===== src/rtl/vending_pkg.sv =====
// Shared definitions for the vending datapath: coin denominations, their
// unit values, the coin_in emitter states and the pending-unit width.
package vending_pkg;

  localparam int UNIT_W = 3;

  typedef enum logic [1:0] {
    COIN_1   = 2'b00,
    COIN_2   = 2'b01,
    COIN_5   = 2'b10,
    COIN_BAD = 2'b11
  } coin_type_e;

  typedef enum logic [1:0] {
    EMIT_IDLE  = 2'd0,
    EMIT_PULSE = 2'd1,
    EMIT_GAP   = 2'd2
  } emit_state_e;

  localparam logic [UNIT_W-1:0] UNITS_1 = 3'd1;
  localparam logic [UNIT_W-1:0] UNITS_2 = 3'd2;
  localparam logic [UNIT_W-1:0] UNITS_5 = 3'd5;

  // Invalid codes are worth nothing; callers reject them separately.
  function automatic logic [UNIT_W-1:0] coin_units(input logic [1:0] code);
    logic [UNIT_W-1:0] u;
    case (code)
      COIN_1:  u = UNITS_1;
      COIN_2:  u = UNITS_2;
      COIN_5:  u = UNITS_5;
      default: u = '0;
    endcase
    return u;
  endfunction

endpackage


===== src/rtl/coin_debouncer.sv =====
// Synchronizes the raw coin sensor, filters bounce shorter than
// DEBOUNCE_CYCLES and flags each debounced rising edge for one cycle.
module coin_debouncer
  import vending_pkg::*;
#(
  parameter int DEBOUNCE_CYCLES = 16
) (
  input  logic clk,
  input  logic rst,
  input  logic sense_raw,
  output logic rise
);

  localparam int CW = $clog2(DEBOUNCE_CYCLES + 1);
  localparam logic [CW-1:0] CNT_LAST = CW'(DEBOUNCE_CYCLES - 1);

  logic          s1_q, s1_d;
  logic          s2_q, s2_d;
  logic          db_q, db_d;
  logic [CW-1:0] cnt_q, cnt_d;
  logic          rise_q, rise_d;

  always_ff @(posedge clk or posedge rst) begin
    if (rst) begin
      s1_q   <= 1'b0;
      s2_q   <= 1'b0;
      db_q   <= 1'b0;
      cnt_q  <= '0;
      rise_q <= 1'b0;
    end else begin
      s1_q   <= s1_d;
      s2_q   <= s2_d;
      db_q   <= db_d;
      cnt_q  <= cnt_d;
      rise_q <= rise_d;
    end
  end

  // The counter only runs while the synchronized level disagrees with db;
  // any return to agreement restarts the qualification window.
  always_comb begin
    s1_d   = sense_raw;
    s2_d   = s1_q;
    db_d   = db_q;
    cnt_d  = '0;
    rise_d = 1'b0;
    if (s2_q != db_q) begin
      if (cnt_q == CNT_LAST) begin
        db_d   = ~db_q;
        rise_d = ~db_q;
      end else begin
        cnt_d = cnt_q + CW'(1);
      end
    end
  end

  assign rise = rise_q;

endmodule


===== src/rtl/coin_acceptor.sv =====
// Coin front end: values debounced coin events, queues credited units and
// replays them as single-cycle coin_in pulses separated by PULSE_GAP cycles.
module coin_acceptor
  import vending_pkg::*;
#(
  parameter int DEBOUNCE_CYCLES = 16,
  parameter int PULSE_GAP       = 2,
  parameter int MAX_PENDING     = 7
) (
  input  logic              clk,
  input  logic              rst,
  input  logic              coin_sense,
  input  logic [1:0]        coin_type,
  input  logic              accept_en,
  output logic              coin_in,
  output logic              coin_reject,
  output logic              busy,
  output logic [UNIT_W-1:0] pending
);

  localparam int GW = $clog2(PULSE_GAP + 1);
  localparam logic [GW-1:0] GAP_LAST = GW'(PULSE_GAP - 1);

  logic              db_rise;
  logic [1:0]        t1_q, t1_d;
  logic [1:0]        t2_q, t2_d;
  logic [UNIT_W-1:0] pending_q, pending_d;
  logic              coin_in_q, coin_in_d;
  logic              coin_reject_q, coin_reject_d;
  logic              busy_q, busy_d;
  emit_state_e       state_q, state_d;
  logic [GW-1:0]     gap_q, gap_d;

  logic [UNIT_W-1:0] units;
  logic [UNIT_W:0]   sum;
  logic              take;
  logic              dec;

  coin_debouncer #(
    .DEBOUNCE_CYCLES(DEBOUNCE_CYCLES)
  ) u_debouncer (
    .clk      (clk),
    .rst      (rst),
    .sense_raw(coin_sense),
    .rise     (db_rise)
  );

  always_ff @(posedge clk or posedge rst) begin
    if (rst) begin
      t1_q          <= '0;
      t2_q          <= '0;
      pending_q     <= '0;
      coin_in_q     <= 1'b0;
      coin_reject_q <= 1'b0;
      busy_q        <= 1'b0;
      state_q       <= EMIT_IDLE;
      gap_q         <= '0;
    end else begin
      t1_q          <= t1_d;
      t2_q          <= t2_d;
      pending_q     <= pending_d;
      coin_in_q     <= coin_in_d;
      coin_reject_q <= coin_reject_d;
      busy_q        <= busy_d;
      state_q       <= state_d;
      gap_q         <= gap_d;
    end
  end

  // Valuation: a coin is taken only if the consumer is willing, the code is
  // valid and the queue has room for all of its units at once.
  always_comb begin
    t1_d          = coin_type;
    t2_d          = t1_q;
    units         = coin_units(t2_q);
    sum           = {1'b0, pending_q} + {1'b0, units};
    take          = 1'b0;
    coin_reject_d = 1'b0;
    if (db_rise) begin
      if (!accept_en || (t2_q == COIN_BAD) || (sum > (UNIT_W+1)'(MAX_PENDING))) begin
        coin_reject_d = 1'b1;
      end else begin
        take = 1'b1;
      end
    end
  end

  always_comb begin
    state_d   = state_q;
    gap_d     = gap_q;
    coin_in_d = 1'b0;
    dec       = 1'b0;
    case (state_q)
      EMIT_IDLE: begin
        if (pending_q != '0) state_d = EMIT_PULSE;
      end
      EMIT_PULSE: begin
        coin_in_d = 1'b1;
        dec       = 1'b1;
        gap_d     = '0;
        state_d   = EMIT_GAP;
      end
      EMIT_GAP: begin
        if (gap_q == GAP_LAST) state_d = EMIT_IDLE;
        else                   gap_d   = gap_q + GW'(1);
      end
      default: state_d = EMIT_IDLE;
    endcase
  end

  // Credit and emission may land on the same edge; both apply together.
  always_comb begin
    pending_d = pending_q;
    if (take) pending_d = pending_d + units;
    if (dec)  pending_d = pending_d - UNIT_W'(1);
    busy_d = (pending_d != '0) || (state_d != EMIT_IDLE);
  end

  assign coin_in     = coin_in_q;
  assign coin_reject = coin_reject_q;
  assign busy        = busy_q;
  assign pending     = pending_q;

endmodule


===== config.mk =====
export PLATFORM = sky130hd
export DESIGN_NAME = coin_acceptor
export DESIGN_NICKNAME = d
export VERILOG_FILES = /design/src/rtl/vending_pkg.sv /design/src/rtl/coin_debouncer.sv /design/src/rtl/coin_acceptor.sv
export SDC_FILE = /design/constraint.sdc
export NUM_CORES = 1
export LEC_CHECK = 0
export ABC_AREA = 1
export CORE_AREA = 2 2 78 43
export CTS_BUF_LIST = sky130_fd_sc_hd__clkbuf_8
export DETAILED_ROUTE_END_ITERATION = 6
export DIE_AREA = 0 0 80 45
export PLACE_DENSITY_LB_ADDON = 0.25
export RECOVER_POWER = 25
export SLEW_MARGIN = 20
export SYNTH_ARGS = -nofsm -noshare
export SYNTH_HDL_FRONTEND = slang
export SYNTH_HIERARCHICAL = 1
export SYNTH_SLANG_ARGS = --single-unit

===== constraint.sdc =====
create_clock -name clk -period 2.8 [get_ports clk]
set_input_delay 0.56 -clock clk [delete_from_list [all_inputs] [get_ports clk]]
set_output_delay 0.56 -clock clk [all_outputs]
set_load 0.05 [all_outputs]

==> key figures <==
Clock tree
  • Setup Fix Bufs, Post-CTS: 0
  • Clock Sinks: 23
  • Number of buffers created by CTS: 3
  • Reg clk slew, reported paths: 80 ps
  • Cts repair resizes: 0
  • CTS H-Tree Depth: 1
  • Clock latency on the worst-skew pair: about 260 ps
  • CTS root buf: clkbuf_8
  • CTS tree: yes
  • Clk buf depth: 2
  • # hold bufs at CTS: 0

Detailed routing
  • Drt drc: 0
  • Routed wire length: around 1900 um
  • DRT Pass-1 Iters: 4
  • Via Count: ~760
  • Final ANT Viol Nets: 0
  • Via density: roughly 4.3
  • First DRT Iteration DRCs: 35
  • Per-cell routed wire length: 10.7 um

Die
  • Core area: around 2900 um2
  • Row count: 14
  • Starting Density: 38.5%
  • Die Y: between 40 and 50 um
  • # IOs: 12
  • Die width: about 80 um
  • Die area: about 3600 um2

Global route
  • Most Used Layer, Global Route: met1
  • GRT overflow: 0
  • M2 GR Usage: around 17%
  • Pin count of the biggest net entering global routing: 15
  • Vias in the first global route: roughly 730
  • GR Layer Usage met3: under 10%
  • Gr usage total: around 13%
  • Initial antenna violation count: 0
  • First-pass GRT wire length: around 3300 um
  • Met1 usage: 19.3%

Yosys
  • Syn. warnings: 6
  • Mapped Area: approximately 1100 um2
  • Syn nets: about 140
  • Avg Cell Area, Syn: between 8 and 9 um2
  • Post-synthesis sequential area ratio: a little over half
  • Cells after Synth: ~120
  • Post-synth cell types: 21
  • Synthesized flop and latch total: 23

Setup path
  • Slowest CP cell: clkdlybuf4s50_1
  • Worst Reg-to-Reg Cells: 10
  • CP required: 2240 ps
  • Slowest stage delay, CP: around 840 ps
  • Critical path class: reg -> out
  • Buf/Inv on CP: 1
  • Nature of the critical path endpoint: output pin
  • Crit-path max FO: 4
  • R2R Setup Slk: ~700 ps
  • Worst r2r src: pending[0]
  • CP top delay family: buffers and inverters
  • Crit path cell chain: clkdlybuf4s50_1
  • Crit path launch type: register
  • Crit path DAT: ~1600 ps
  • FF-to-FF End: busy

Layout
  • Design Area, Final: between 1000 and 1500 um2
  • Commonest non-fill, non-tap cells in the layout: 27 x nand2_1, 26 x inv_1, 23 x dfrtp_1, 12 x nor2_1, 7 x clkdlybuf4s50_1
  • Final Net Count: about 150
  • Leading cell type in the layout, fill and taps excluded: nand2_1
  • Share of cells above drive strength 1: under 10%
  • ANT cells: 0
  • Area delta synth->final: 18.6%
  • FILL cells: between 200 and 300

Timing
  • F_max: about 470 MHz
  • Fin. max-slew vios: 0
  • Rel. slew slack: between 60 and 70%
  • Worst-Margin Slew: about 530 ps
  • RSZ-0062 raised after global routing: no
  • Sum of negative setup slack: 0 ps
  • Final Setup Violations: 0
  • Fin crit period: approximately 2100 ps
  • Final hold violation count: 0
  • Worst Skew: about 6.6 ps
  • Period utilization: 75.3%

Min path
  • Hold path start: t1_q[1]
  • Worst hold endpoint: t2_q[1]
  • Hold WC Path Type: reg -> reg
  • Hold depth: 0

Power and ir drop
  • Gate power share: 43.5%
  • Max VDD drop: approximately 0.00032 V
  • Leak: about 0.69 nW
  • PwrDens: 882 nW/um2
  • Total Power: 1.16 mW
  • Reg power frac: between 30% and 40%
  • Psw: 0.485 mW
  • Power Internal: ~0.67 mW
  • Switch share: about two fifths
  • Clk pwr share: between 10% and 20%

Place
  • PortBufs: 11
  • RePlAce Congestion: 0.742
  • Area after DPL: ~1300 um2
  • Detailed Place HPWL: approximately 1500 um

Status
  • Status: completed

Flow run
  • Max-cap viol count: 0
## metal layers
metal / wire [um] / vias to the layer above
li1: - / 399
met1: 1010 / 340
met2: 731 / 22
met3: 147 / 2
met4: 13 / 0
met5: 0 / -
## layout make-up
type                       count  area [um2]  area share [%]
tap                           40        50.0            3.82
multi-input combinational     72         425            32.4
inverter                      28         105            8.02
clock inverter                 1        3.75           0.286
timing repair buffer          11         110            8.40
clock buffer                   3        41.3            3.15
sequential                    23         576            43.9
## cells by family (layout without fill, tap and decap cells)
logic type	Yosys count	count (layout)	synth area share [%]
xor+xnor	2	2	1.58
fa+ha+maj	7	7	8.60
flops	23	23	52.0
simple gates	59	59	26.1
compound gates	4	4	2.15
buf+inv	28	43	9.50
## state kept, by name (all words and copies together), names as in the netlist
register and flops:
gap_q 2, u_debouncer/s1_q 1, coin_reject 1, t2_q 2
pending 3, coin_in 1, state_q 2, u_debouncer/db_q 1
t1_q 2, u_debouncer/cnt_q 5, u_debouncer/rise 1, busy 1
u_debouncer/s2_q 1
## cells in the mapped netlist
library cell	instances	share of area, %
nand2_1	27	9.2
inv_1	25	8.5
dfrtp_1	23	52
nor2_1	12	4.1
ha_1	6	6.8
nand2_2	5	2.8
nand3_1	5	2.3
nand4_1	5	2.8
inv_2	2	0.68
o21ai_0	2	0.91
a21boi_0	1	0.68
and2_1	1	0.57
clkinv_1	1	0.34
fa_1	1	1.8
nand3_4	1	1.6
nor2_8	1	1.8
nor3_1	1	0.45
o22ai_1	1	0.57
or2_1	1	0.57
xnor2_1	1	0.79
xor2_1	1	0.79
## worst max-delay path by stage
stage | from | endpoint | slack (ps) | depth (start not counted)
2_1_floorplan | pending[0] | busy | 560 | 11
3_3_place_gp | accept_en | busy | 620 | 9
3_5_place_dp | accept_en | busy | 610 | 10
4_1_cts | pending[1] | pending[1] | 680 | 1
5_1_grt | pending[0] | busy | 560 | 11
6_report | pending[0] | pending[0] | 690 | 1
## through the flow
stage / setup slack, ps / cells / hold slack [ps] / utilization [%]
2_1_floorplan: 556 / 123 / 331 / -
6_report: 693 / 178 / 355 / 45.6
4_1_cts: 683 / 178 / 359 / 45.6
3_5_place_dp: 612 / 174 / 341 / 44.1
5_1_grt: 558 / 178 / 364 / 45.6
3_3_place_gp: 618 / 174 / 332 / 44.1
## power by group through the flow
stage / Clock (mW) / Combinational [mW] / Sequential [mW]
5_1_grt: 0.223 / 0.568 / 0.465
3_3_place_gp: 0 / 0.501 / 0.461
6_report: 0.196 / 0.503 / 0.457
3_5_place_dp: 0 / 0.503 / 0.463
4_1_cts: 0.208 / 0.507 / 0.456
2_1_floorplan: 0 / 0.260 / 0.559
No activity file was read; power rests on OpenSTA's default activity.
